<file path="config.mk">
export PLATFORM = sky130hd
export DESIGN_NAME = clock_divide_ctrl
export DESIGN_NICKNAME = d
export VERILOG_FILES = /design/src/rtl/clock_divide_pkg.sv /design/src/rtl/clock_divide_core.sv /design/src/rtl/clock_divide_ctrl.sv
export SDC_FILE = /design/constraint.sdc
export NUM_CORES = 1
export LEC_CHECK = 0
export BUFFER_PORTS_ARGS = -buffer_cell sky130_fd_sc_hd__buf_4
export CORE_MARGIN = 1
export CORE_UTILIZATION = 50
export CTS_CLUSTER_SIZE = 40
export DETAILED_ROUTE_END_ITERATION = 10
export GPL_ROUTABILITY_DRIVEN = 0
export GPL_TIMING_DRIVEN = 0
export PLACE_DENSITY_LB_ADDON = 0.2
export REMOVE_ABC_BUFFERS = 1
export SYNTH_ARGS = -nofsm -noshare
export SYNTH_HDL_FRONTEND = slang
export SYNTH_SLANG_ARGS = --single-unit
</file>
<file path="constraint.sdc">
create_clock -name clk -period 4 [get_ports clk]
set_input_delay 0.8 -clock clk [delete_from_list [all_inputs] [get_ports clk]]
set_output_delay 0.8 -clock clk [all_outputs]
set_load 0.005 [all_outputs]
</file>
<file path="src/rtl/clock_divide_pkg.sv">
// Shared types and helpers for the runtime-programmable clock-divide controller.
// The high phase of a period is rounded up, so odd divisors are high one cycle longer than low.
package clock_divide_pkg;

    typedef enum logic [1:0] {
        IDLE = 2'd0,
        RUN  = 2'd1,
        PEND = 2'd2,
        STOP = 2'd3
    } state_e;

    localparam int DIV_MIN = 2;

    function automatic int unsigned half_period(input int unsigned div);
        return (div + 1) >> 1;
    endfunction

endpackage

</file>
<file path="src/rtl/clock_divide_core.sv">
// Period counter with registered duty compare and last-cycle tick.
// run and div are the values for the coming cycle; load restarts the period at 0.
module clock_divide_core
    import clock_divide_pkg::*;
#(
    parameter int CNT_W = 8
) (
    input  logic             clk,
    input  logic             rst,
    input  logic             run,
    input  logic             load,
    input  logic [CNT_W-1:0] div,
    output logic             clk_out,
    output logic             tick
);

    logic [CNT_W-1:0] cnt_q, cnt_d;
    logic [CNT_W-1:0] half;
    logic             clk_out_q, clk_out_d;
    logic             tick_q, tick_d;

    always_comb begin
        cnt_d = '0;
        if (run && !load) begin
            cnt_d = cnt_q + 1'b1;
        end
        half      = CNT_W'(half_period(32'(div)));
        clk_out_d = run && (cnt_d < half);
        tick_d    = run && (cnt_d == div - 1'b1);
    end

    always_ff @(posedge clk) begin
        if (rst) begin
            cnt_q     <= '0;
            clk_out_q <= 1'b0;
            tick_q    <= 1'b0;
        end else begin
            cnt_q     <= cnt_d;
            clk_out_q <= clk_out_d;
            tick_q    <= tick_d;
        end
    end

    assign clk_out = clk_out_q;
    assign tick    = tick_q;

endmodule

</file>
<file path="src/rtl/clock_divide_ctrl.sv">
// Divisor handshake, run/stop sequencing and period-boundary divisor switching
// around a single counter-based divider.
module clock_divide_ctrl
    import clock_divide_pkg::*;
#(
    parameter int CNT_W       = 8,
    parameter int DEFAULT_DIV = 6
) (
    input  logic             clk,
    input  logic             rst,
    input  logic             enable,
    input  logic             cfg_valid,
    input  logic [CNT_W-1:0] cfg_div,
    output logic             cfg_ready,
    output logic             clk_out,
    output logic             tick,
    output logic             busy,
    output logic             err
);

    state_e           state_q, state_d;
    logic [CNT_W-1:0] div_q, div_d;
    logic [CNT_W-1:0] pend_q, pend_d;
    logic             err_q, err_d;
    logic             xfer, legal, run, load;

    // A transfer happens on any cycle with cfg_valid && cfg_ready; cfg_ready only
    // depends on rst and the current state, and cfg_div must hold while stalled.
    assign cfg_ready = !rst && (state_q == IDLE || state_q == RUN);
    assign xfer      = cfg_valid && cfg_ready;
    assign legal     = cfg_div >= CNT_W'(DIV_MIN);

    // tick is registered, so it is high exactly on the last cycle of the period.
    always_comb begin
        state_d = state_q;
        div_d   = div_q;
        pend_d  = pend_q;
        err_d   = xfer && !legal;
        unique case (state_q)
            IDLE: begin
                if (xfer && legal) div_d = cfg_div;
                if (enable)        state_d = RUN;
            end
            RUN: begin
                if (xfer && legal) begin
                    if (tick) begin
                        div_d   = cfg_div;
                        state_d = enable ? RUN : IDLE;
                    end else begin
                        pend_d  = cfg_div;
                        state_d = PEND;
                    end
                end else if (!enable) begin
                    state_d = tick ? IDLE : STOP;
                end
            end
            PEND: begin
                if (tick) begin
                    div_d   = pend_q;
                    state_d = enable ? RUN : IDLE;
                end
            end
            STOP: begin
                if (enable)    state_d = RUN;
                else if (tick) state_d = IDLE;
            end
            default: state_d = IDLE;
        endcase
    end

    assign run  = (state_d != IDLE);
    assign load = (state_q == IDLE) || tick;

    always_ff @(posedge clk) begin
        if (rst) begin
            state_q <= IDLE;
            div_q   <= CNT_W'(DEFAULT_DIV);
            pend_q  <= '0;
            err_q   <= 1'b0;
        end else begin
            state_q <= state_d;
            div_q   <= div_d;
            pend_q  <= pend_d;
            err_q   <= err_d;
        end
    end

    clock_divide_core #(
        .CNT_W (CNT_W)
    ) u_core (
        .clk     (clk),
        .rst     (rst),
        .run     (run),
        .load    (load),
        .div     (div_d),
        .clk_out (clk_out),
        .tick    (tick)
    );

    assign busy = (state_q != IDLE);
    assign err  = err_q;

endmodule
</file>
# Word-level counts from Yosys, hierarchy flattened
# Index checks and enable logic that the tools add are counted.
[totals]
ram_bits = 0
rom_bits = 0
elab_cells = 49
ff_bits = 29
latchBits = 0
in_bits = 12
n_memories = 0
output_inout_bits = 5
[classes]
add_sub_neg = 3
shift = 0
reduce_logical = 16
n_lt_le_gt_ge = 2
n_eq_ne = 4
mul = 0
muxes = 16
bitwise = 1
n_div = 0
[ops]
columns = ["op", "count"]
rows = [
  ["$mux W8", 5],
  ["$pmux W8 S3", 1],
  ["$mux W2", 8],
  ["$add A8 B1 Y9 const B", 1],
  ["$add A8 B1 Y8 const B", 1],
  ["$eq A8 B8 Y1", 1],
  ["$ge A8 B2 Y1 const B", 1],
  ["$lt A8 B8 Y1", 1],
  ["$pmux W2 S4", 1],
  ["$sub A8 B1 Y8 const B", 1],
  ["$logic_and A1 B1 Y1", 7],
  ["$eq A2 B2 Y1 const B", 2],
  ["$reduce_bool A2 Y1", 2],
  ["$logic_not A1 Y1", 3],
  ["$reduce_and A3 Y1", 1],
  ["$eq A2 B1 Y1 const B", 1],
  ["$logic_not A2 Y1", 1],
  ["$logic_or A1 B1 Y1", 2],
  ["$mux W1", 1],
  ["$not A1 Y1", 1],
]

# Depth between registers and ports, before layout
# Gate-level depths: netlist of the first run.
[depth]
ltp_word = 12
ltp_mapped = 15
mapped_depth_nobuf = 14

# Hierarchy
# From an unflattened synthesis of the first run, not the netlist that was laid out.
[hier_totals]
cells_unflattened = 269
area_unflattened_um2 = 2179.6
[modules_own_cells]
columns = ["module", "cells_per_inst", "area_each_um2", "seq_area_each_um2", "n_inst"]
rows = [
  ["clock_divide_ctrl", 156, 1236.2, 380.4, 1],
  ["clock_divide_core", 113, 943.4, 200.2, 1],
]

# Least setup slack after synthesis of the first run
# OpenSTA, ideal clock, no wires.
[synth_path]
path_type = "in2reg"
from = "input port cfg_div[7]"
to = "register u_core.clk_out_q, in the netlist u_core.clk_out"
n_path_buf = 1
setup_slack_ns = 0.462
cell_stages = 13
arrival_time_ns = 3.464
required_ns = 3.926
setup_ns = 0.074
cell_sequence = "nor4_4 nand3_1 a221o_1 and3_1 buf_2 or3_1 xnor2_1 ha_1 a21o_1 a21o_1 a21o_1 a21o_1 a31oi_1"
[synth_via]
elab_chain_cells = 9
elab_cells_between_ends = 14
classes_between = "add/sub: 1; order compare: 2; mux: 7; reduce/logical: 4"
[synth_rtl]
columns = ["element", "line", "text"]
rows = [
  ["start, declared", "clock_divide_ctrl.sv:13", "input logic [CNT_W-1:0] cfg_div,"],
  ["parallel branches: the longest is 8 deep, another holds $add A8 B1 Y9", "-", ""],
  ["$logic_and A1 B1 Y1 (*)", "clock_divide_core.sv:28", "clk_out_d = run && (cnt_d < half);"],
  ["end signal, assigned", "clock_divide_core.sv:39", "clk_out_q <= clk_out_d;"],
  ["end, declared", "clock_divide_core.sv:19", "logic clk_out_q, clk_out_d;"],
]
# Every way passes the cells marked *.
# A chain may end at the register's enable or synchronous reset.

# Worst setup path in the final report of the first run
[layout_path]
from = "input port rst"
to = "register u_core.clk_out_q, in the netlist u_core.clk_out"
[layout_via]
elab_cells_between_ends = 15
classes_between = "add/sub: 1; order compare: 1; mux: 6; reduce/logical: 7"
[layout_lines]
columns = ["element", "line", "text"]
rows = [
  ["start, declared", "clock_divide_ctrl.sv:10", "input logic rst,"],
  ["$logic_not A1 Y1 (*)", "clock_divide_ctrl.sv:29", "assign cfg_ready = !rst && (state_q == IDLE || state_q == RUN);"],
  ["$logic_and A1 B1 Y1 (*)", "clock_divide_ctrl.sv:29", ""],
  ["$logic_and A1 B1 Y1 (*)", "clock_divide_ctrl.sv:30", "assign xfer = cfg_valid && cfg_ready;"],
  ["$logic_and A1 B1 Y1 (*)", "clock_divide_ctrl.sv:41, clock_divide_ctrl.sv:45", ""],
  ["$mux W8, on equally long branches", "clock_divide_ctrl.sv:45, clock_divide_ctrl.sv:41", ""],
  ["$pmux W8 S3 (*)", "clock_divide_ctrl.sv:39", "unique case (state_q)"],
  ["named net div_d[0]", "clock_divide_ctrl.sv:22", "logic [CNT_W-1:0] div_q, div_d;"],
  ["$add A8 B1 Y9 (*)", "clock_divide_pkg.sv:15", "return (div + 1) >> 1;"],
  ["$lt A8 B8 Y1 (*)", "clock_divide_core.sv:28", ""],
  ["$logic_and A1 B1 Y1 (*)", "clock_divide_core.sv:28", ""],
]
# Mark *: on every way through the listed nets, which the timed path passes. The rest lies on a longest branch.

==> results of run 1 <==
==> power by group through the flow <==
stage	registers (W)	logic [W]	clock network (W)
5_1_grt	0.000331	0.000284	0.000391
2_1_floorplan	0.000329	0.000190	0
4_1_cts	0.000327	0.000258	0.000374
3_5_place_dp	0.000334	0.000256	0
6_report	0.000327	0.000256	0.000368
3_3_place_gp	0.000334	0.000251	0
==> cell usage in the layout, fill, tap and decap left out, types with 3 or more instances in the layout <==
cell type / count
xor2_1: 9
ha_1: 10
mux2i_1: 10
clkbuf_8: 5
a21oi_1: 6
o21ai_0: 4
mux2_2: 3
buf_4: 16
nand3_1: 11
a21o_1: 5
nor2_1: 38
nand2_1: 11
nand2b_1: 8
nor3_1: 9
and3_1: 4
xnor2_1: 12
dfxtp_1: 29
inv_1: 10
==> registers in the layout, summed over array words and instances, names as in the netlist <==
register        count
pend_q              8
err                 1
u_core.tick         1
state_q             2
div_q               8
u_core.cnt_q        8
u_core.clk_out      1
==> tightest hold or removal path, stage by stage (launching register included) <==
cell and delay [ns]:
dfxtp_1 0.34, mux2i_1 0.07, nor2_1 0.07
==> layout make-up <==
| cell class | instances | share of cell area |
|---|---|---|
| clock inverters | 3 | 0.0288 |
| multi-input cells | 181 | 0.585 |
| flip-flops and latches | 29 | 0.257 |
| inverters | 11 | 0.0183 |
| well taps | 48 | 0.0266 |
| clock buffers | 5 | 0.0305 |
| repair buffers | 16 | 0.0532 |
==> logic make-up (layout without fill, tap and decap cells) <==
logic type / Yosys count / in the layout / synth area share
AO/OA/AOI/OAI: 42 / 42 / 0.195
XOR/XNOR: 21 / 21 / 0.0919
adder cells (fa/ha/maj): 11 / 11 / 0.0682
buffers and inverters: 21 / 35 / 0.0494
flip-flops: 29 / 29 / 0.290
multiplexers: 13 / 13 / 0.0669
AND/OR/NAND/NOR: 94 / 94 / 0.238
==> worst max path at each step <==
stage                from                        end  slack (ns)
2_1_floorplan  cfg_div[7]  u_core.clk_out$_SDFF_PP0_        0.49
3_3_place_gp          rst  u_core.clk_out$_SDFF_PP0_        0.09
3_5_place_dp          rst  u_core.clk_out$_SDFF_PP0_        0.05
4_1_cts               rst  u_core.clk_out$_SDFF_PP0_        0.34
5_1_grt        cfg_div[7]  u_core.clk_out$_SDFF_PP0_        0.08
6_report              rst  u_core.clk_out$_SDFF_PP0_        0.35
==> metrics by stage <==
step	utilization	std cells	setup slack [ns]	area, sq um	power (W)
4_1_cts	0.603	293	0.341	2260	0.000960
6_report	0.603	293	0.349	2260	0.000952
2_1_floorplan	-	221	0.486	1940	0.000519
3_3_place_gp	0.567	285	0.0904	2120	0.000585
5_1_grt	0.603	293	0.0791	2260	0.00101
3_5_place_dp	0.567	285	0.0519	2120	0.000591
==> per-layer routing <==
layer / part of all wire / wire length [um] / vias up
li1: - / - / 845
met1: 0.45 / 1880 / 775
met2: 0.50 / 2100 / 26
met3: 0.037 / 156 / 5
met4: 0.011 / 48 / 0
met5: 0 / 0 / -
==> reports/qor.csv, run 1 <==
stage,metric,value,unit
critical_path,timing.critical_path.cells,"buf_4, nand2b_1, a211o_4, a21oi_4, o311a_2, inv_1, ha_1, xor2_1, ha_1, a21o_1, a21o_1, a21o_1, a21o_1, a21o_1, a31oi_1",
grt,grt_max_degree,33,
run,cap_violations,0,
clock_network,hold_buffers,0,
timing,setup_viol,0,
timing,fin_setup_tns,0,ns
cells_and_area,area_growth,12.8,%
floorplan,core,3740,sq um
timing,fin_skew,0.00868,ns
clock_network,clockRootBuffer,clkbuf_8,
yosys,synth_area_leader_cell,dfxtp_1,
grt,gr-usage-met1,0.254,
critical_path,r2r_end,u_core.clk_out$_SDFF_PP0_,
critical_path,cp.arrival,3.86,ns
yosys,netlist-cell-type-count,54,
pwr,switchingPower,0.000281,W
critical_path,crit_required,4.21,ns
worst_hold_path,worstHoldStart,pend_q[7]$_SDFFE_PP0P_,
place,portBuffers,16,
cells_and_area,nNetsFinal,266,
critical_path,rr_worst_depth,14,
clock_network,clk-insertion-delay-late,0.29,ns
detailed_routing,postRouteAntennaNets,0,
critical_path,reg2reg_setup_slack,0.40,ns
floorplan,die_w,65.3,um
yosys,yosysMostFrequentCell,nor2_1,
cells_and_area,nFillCells,356,
floorplan,start_util,0.534,
timing,rsz0062_at_grt,no,
pwr,pwr-share-clk,0.387,
grt,grt.busiest_layer,met2,
detailed_routing,via_count,1651,
pwr,power_density,422,nW/um^2
pwr,leakage,0.897,nW
clock_network,cts_made_buffers,5,
pwr,swShare,0.295,
critical_path,cp_max_fo,32,
grt,grt_first_pass_wirelength,6890,um
detailed_routing,drt_iter0_drc,79,
clock_network,cts_resized,0,
yosys,syn_area_per_cell,8.66,sq um
cells_and_area,multi_input_comb_area,1320,sq um
timing,hold_viol_final,0,
grt,first_global_vias,1503,
worst_hold_path,holdCritPathClass,reg -> reg,
timing,relSlewSlack,0.263,
yosys,synth-seq-cells,29,
yosys,syn_area,2000,sq um
detailed_routing,wl,4180,um
grt,gr-total-overflow,0,
place,dpl.hpwl,3080,um
critical_path,critical-path-max-stage-delay,0.32,ns
pwr,p_int,0.000671,W
timing,drv_slew,0,
grt,antenna_found_initial,0,
detailed_routing,drc_errors,0,
clock_network,cts_tree,done,
pwr,ir_drop,0.292,mV
critical_path,crit_buf_inv,2,
critical_path,cpMaxStageDelayCell,a211o_4,
yosys,yosysSeqAreaShare,0.290,
grt,met3_usage,0.0469,
clock_network,clock_sinks,29,
timing,fmax,0.274,GHz
worst_hold_path,hold_depth,2,
detailed_routing,vias_per_cell,5.63,
floorplan,die_h,65.3,um
yosys,synth_edf_count,0,
timing,timing.hold.ws,0.508,ns
yosys,synthTopCellsByArea,"dfxtp_1, nor2_1, ha_1",
yosys,yosys-top-cells-count,"nor2_1, dfxtp_1, xnor2_1",
outcome,outcome,"finished, final reports clean",
clock_network,cts_setup_buffers,0,
detailed_routing,wire_per_inst,14.3,um
clock_network,cts.reportedPaths.clkPinSlew,0.07,ns
floorplan,rows,22,
yosys,netlist_instances,231,
critical_path,path_depth,15,
clock_network,cts_buffer_depth,2,
yosys,ys_async_sr_fraction,0,
cells_and_area,diodes,0,
detailed_routing,first_pass_iters,4,
worst_hold_path,min_to,pend_q[7]$_SDFFE_PP0P_,
yosys,ys.flop_type,dfxtp_1,
yosys,yosys_warnings,0,
critical_path,crit_type,in -> reg,
timing,worstMarginPinSlew,1.10,ns
timing,fin_crit,3.65,ns
clock_network,cts_htree_levels,2,
grt,grt_usage,0.216,
cells_and_area,drive_gt1_frac,0.171,
critical_path,cp_common_cell,a21o_1,
grt,use_met2,0.376,
floorplan,io_pins,17,
critical_path,endpoint_kind,flop,
timing,period_share,0.913,
critical_path,timing.rr.start,state_q[1]$_SDFF_PP0_,
critical_path,cp-start-kind,input pin,
cells_and_area,seq_area,581,sq um
pwr,power_frac_comb,0.269,
pwr,p_seq_frac,0.344,
critical_path,cp_top_family,compound AO/OA/AOI/OAI gates,
floorplan,die_area,4260,sq um
yosys,synth_top_area_frac,0.290,
Power figures use the tool's default switching activity.
==> inputs of run 2 (changes only) <==
ABC_AREA = 1   (was unset)
==> reports/qor.csv, run 2 <==
stage,metric,value,unit,change
cells_and_area,postLayoutCellArea,2730,sq um,was 2260 sq um
grt,first_global_vias,2244,,"was 1,503"
grt,grt_max_degree,36,,was 33
pwr,leakage,1.32,nW,was 0.897 nW
yosys,synthTopCellsByArea,"dfxtp_1, nand2_1, nand3_1",,"was dfxtp_1, nor2_1, ha_1"
critical_path,cp.arrival,3.70,ns,was 3.86 ns
critical_path,crit_type,in -> reg,,unchanged
detailed_routing,wire_per_inst,12.8,um,was 14.3 um
timing,setup_ws,0.512,ns,was 0.349 ns
critical_path,crit_buf_inv,2,,unchanged
clock_network,cts_tree,done,,unchanged
cells_and_area,layout_common_cells,"nand2_1, nor2_1, inv_1",,"was nor2_1, dfxtp_1, buf_4"
timing,setup_viol,0,,unchanged
pwr,power_density,363,nW/um^2,was 422 nW/um^2
critical_path,cpMaxStageDelayCell,o21ai_4,,was a211o_4
floorplan,die_h,73.0,um,was 65.3 um
critical_path,cp_max_fo,12,,was 32
detailed_routing,drc_errors,0,,unchanged
critical_path,cp_top_family,simple AND/OR/NAND/NOR gates,,was compound AO/OA/AOI/OAI gates
yosys,ys_async_sr_fraction,0,,unchanged
grt,use_met2,0.389,,was 0.376
clock_network,clockRootBuffer,clkbuf_8,,unchanged
clock_network,cts_made_buffers,5,,unchanged
detailed_routing,postRouteAntennaNets,0,,unchanged
detailed_routing,drt_iter0_drc,170,,was 79
clock_network,hold_buffers,0,,unchanged
yosys,yosys-top-cells-count,"nand2_1, nor2_1, inv_1",,"was nor2_1, dfxtp_1, xnor2_1"
place,post-place-ws,0.267,ns,was 0.0519 ns
yosys,synth-seq-cells,29,,unchanged
detailed_routing,wl,6170,um,was 4180 um
yosys,syn_area_per_cell,6.25,sq um,was 8.66 sq um
critical_path,endpoint_kind,flop,,unchanged
grt,grt_usage,0.254,,was 0.216
yosys,yosysSeqAreaShare,0.230,,was 0.290
floorplan,die_w,73.0,um,was 65.3 um
clock_network,cts_resized,0,,unchanged
timing,hold_viol_final,0,,unchanged
outcome,outcome,"finished, final reports clean",,unchanged
clock_network,cts.reportedPaths.clkPinSlew,0.06,ns,was 0.07 ns
detailed_routing,vias_per_cell,5.28,,was 5.63
worst_hold_path,holdCritPathClass,reg -> reg,,unchanged
cells_and_area,nFillCells,490,,was 356
run,cap_violations,0,,unchanged
floorplan,rows,25,,was 22
place,dpl.hpwl,4540,um,was 3080 um
timing,fin_skew,0.0106,ns,was 0.00868 ns
yosys,synth_area_leader_cell,dfxtp_1,,unchanged
cells_and_area,area_growth,8.14,%,was 12.8%
yosys,synth_edf_count,0,,unchanged
place,dpl-instance-area,2650,sq um,was 2120 sq um
pwr,power,0.000990,W,was 0.000952 W
detailed_routing,first_pass_iters,5,,was 4
pwr,ir_drop,0.198,mV,was 0.292 mV
timing,fin_crit,3.49,ns,was 3.65 ns
cells_and_area,nNetsFinal,437,,was 266
floorplan,die_area,5330,sq um,was 4260 sq um
yosys,ys.flop_type,dfxtp_1,,unchanged
grt,gr-total-overflow,0,,unchanged
timing,relSlewSlack,0.284,,was 0.263
grt,gr-usage-met1,0.341,,was 0.254
yosys,syn_area,2520,sq um,was 2000 sq um
floorplan,io_pins,17,,unchanged
timing,rsz0062_at_grt,no,,unchanged
cells_and_area,diodes,0,,unchanged
clock_network,cts_setup_buffers,0,,unchanged
timing,worstMarginPinSlew,1.07,ns,was 1.10 ns
critical_path,crit_required,4.22,ns,was 4.21 ns
timing,drv_slew,0,,unchanged
yosys,yosys_warnings,0,,unchanged
cells_and_area,layout_commonest_cell,nand2_1,,was nor2_1
grt,grt.busiest_layer,met2,,unchanged
detailed_routing,via_count,2549,,"was 1,651"
yosys,yosysMostFrequentCell,nand2_1,,was nor2_1
yosys,netlist_instances,403,,was 231
timing,fin_setup_tns,0,ns,unchanged
grt,met3_usage,0.0511,,was 0.0469
critical_path,critical-path-max-stage-delay,0.42,ns,was 0.32 ns
critical_path,timing.critical_path.cells,"buf_4, nor2_1, nand2_1, o21ai_4, nand2_1, nand3_1, nand3_1, nor2_2, inv_1, ha_1, nand4_1, nor2_1, nand2_1, xor2_1, ha_1, a21oi_1, o2111ai_1, nor2_1",,"was buf_4, nand2b_1, a211o_4, a21oi_4, o311a_2, inv_1, ha_1, xor2_1, ha_1, a21o_1, a21o_1, a21o_1, a21o_1, a21o_1, a31oi_1"
clock_network,cts_buffer_depth,2,,unchanged
place,portBuffers,16,,unchanged
cells_and_area,largestRegisters,"div_q: 8 flops, pend_q: 8 flops, u_core.cnt_q: 8 flops",,unchanged
floorplan,start_util,0.527,,was 0.534
grt,grt_first_pass_wirelength,10300,um,was 6890 um
clock_network,cts_htree_levels,2,,unchanged
yosys,synth_top_area_frac,0.230,,was 0.290
grt,antenna_found_initial,0,,unchanged
clock_network,clk-insertion-delay-late,0.29,ns,about the same
timing,fmax,0.287,GHz,was 0.274 GHz
yosys,netlist-cell-type-count,38,,was 54
cells_and_area,final_core_util,0.569,,was 0.603
cells_and_area,drive_gt1_frac,0.151,,was 0.171
clock_network,clock_sinks,29,,unchanged
critical_path,cp-start-kind,input pin,,unchanged
floorplan,core,4790,sq um,was 3740 sq um
timing,period_share,0.872,,was 0.913
==> run 2: cell types whose count changed in the layout (fill, tap and decap cells not counted), moves of 12 or more <==
cell	previous run	this run
inv_1	10	47
nand2_1	11	107
nand3_1	11	39
nor2_1	38	50
o21ai_0	4	27
==> run 2: path summary, 6_finish.rpt <==
path                                        startpoint                   endpoint  slack, ns  cells after the start
worst max-delay path                        cfg_div[7]  u_core.clk_out$_SDFF_PP0_       0.51                     18
worst min-delay path            pend_q[7]$_SDFFE_PP0P_     pend_q[7]$_SDFFE_PP0P_       0.47                      2
worst max register to register  u_core.tick$_SDFF_PP0_  u_core.clk_out$_SDFF_PP0_       0.55                     16
worst min register to register  pend_q[7]$_SDFFE_PP0P_     pend_q[7]$_SDFFE_PP0P_       0.47                      2
==> run 2: cell families after synthesis <==
kind of cell,share of synthesized area
xor+xnor,0.0243
buf+inv,0.115
simple gates,0.462
fa+ha+maj,0.0497
compound gates,0.119
flops,0.230
==> run 2: report_power, final <==
| part | switching (W) | leakage [nW] | internal [W] |
|---|---|---|---|
| Sequential | 0.0000213 | 0.236 | 0.000311 |
| Clock | 0.000117 | 0.0395 | 0.000124 |
| Combinational | 0.000272 | 1.04 | 0.000146 |
| Total | 0.000410 | 1.32 | 0.000580 |
==> run 2: final cells by class <==
cell class              instances  area (sq um)  share of cell area
flip-flops and latches         29           581               0.213
well taps                      67          83.8              0.0308
multi-input cells             308          1650               0.605
inverters                      55           211              0.0776
repair buffers                 16           120              0.0441
clock buffers                   8          80.1              0.0294
==> run 2: worst reg2reg max path, delay by kind of cell (launching register included) <==
kind | cells | cell delay (ns)
flops | 1 | 1.03
buf+inv | 1 | 0.34
simple gates | 9 | 0.85
fa+ha+maj | 2 | 0.50
xor+xnor | 1 | 0.15
compound gates | 3 | 0.51
==> run 2: metal layers <==
layer | vias to the layer above | wire length, um
li1 | 1315 | -
met1 | 1140 | 2890
met2 | 78 | 2690
met3 | 16 | 422
met4 | 0 | 170
met5 | - | 0
==> run 2: per-stage QoR <==
step | hold slack, ns | instances
2_1_floorplan | 0.439 | 392
3_3_place_gp | 0.458 | 475
3_5_place_dp | 0.464 | 475
4_1_cts | 0.473 | 483
5_1_grt | 0.499 | 483
6_report | 0.469 | 483
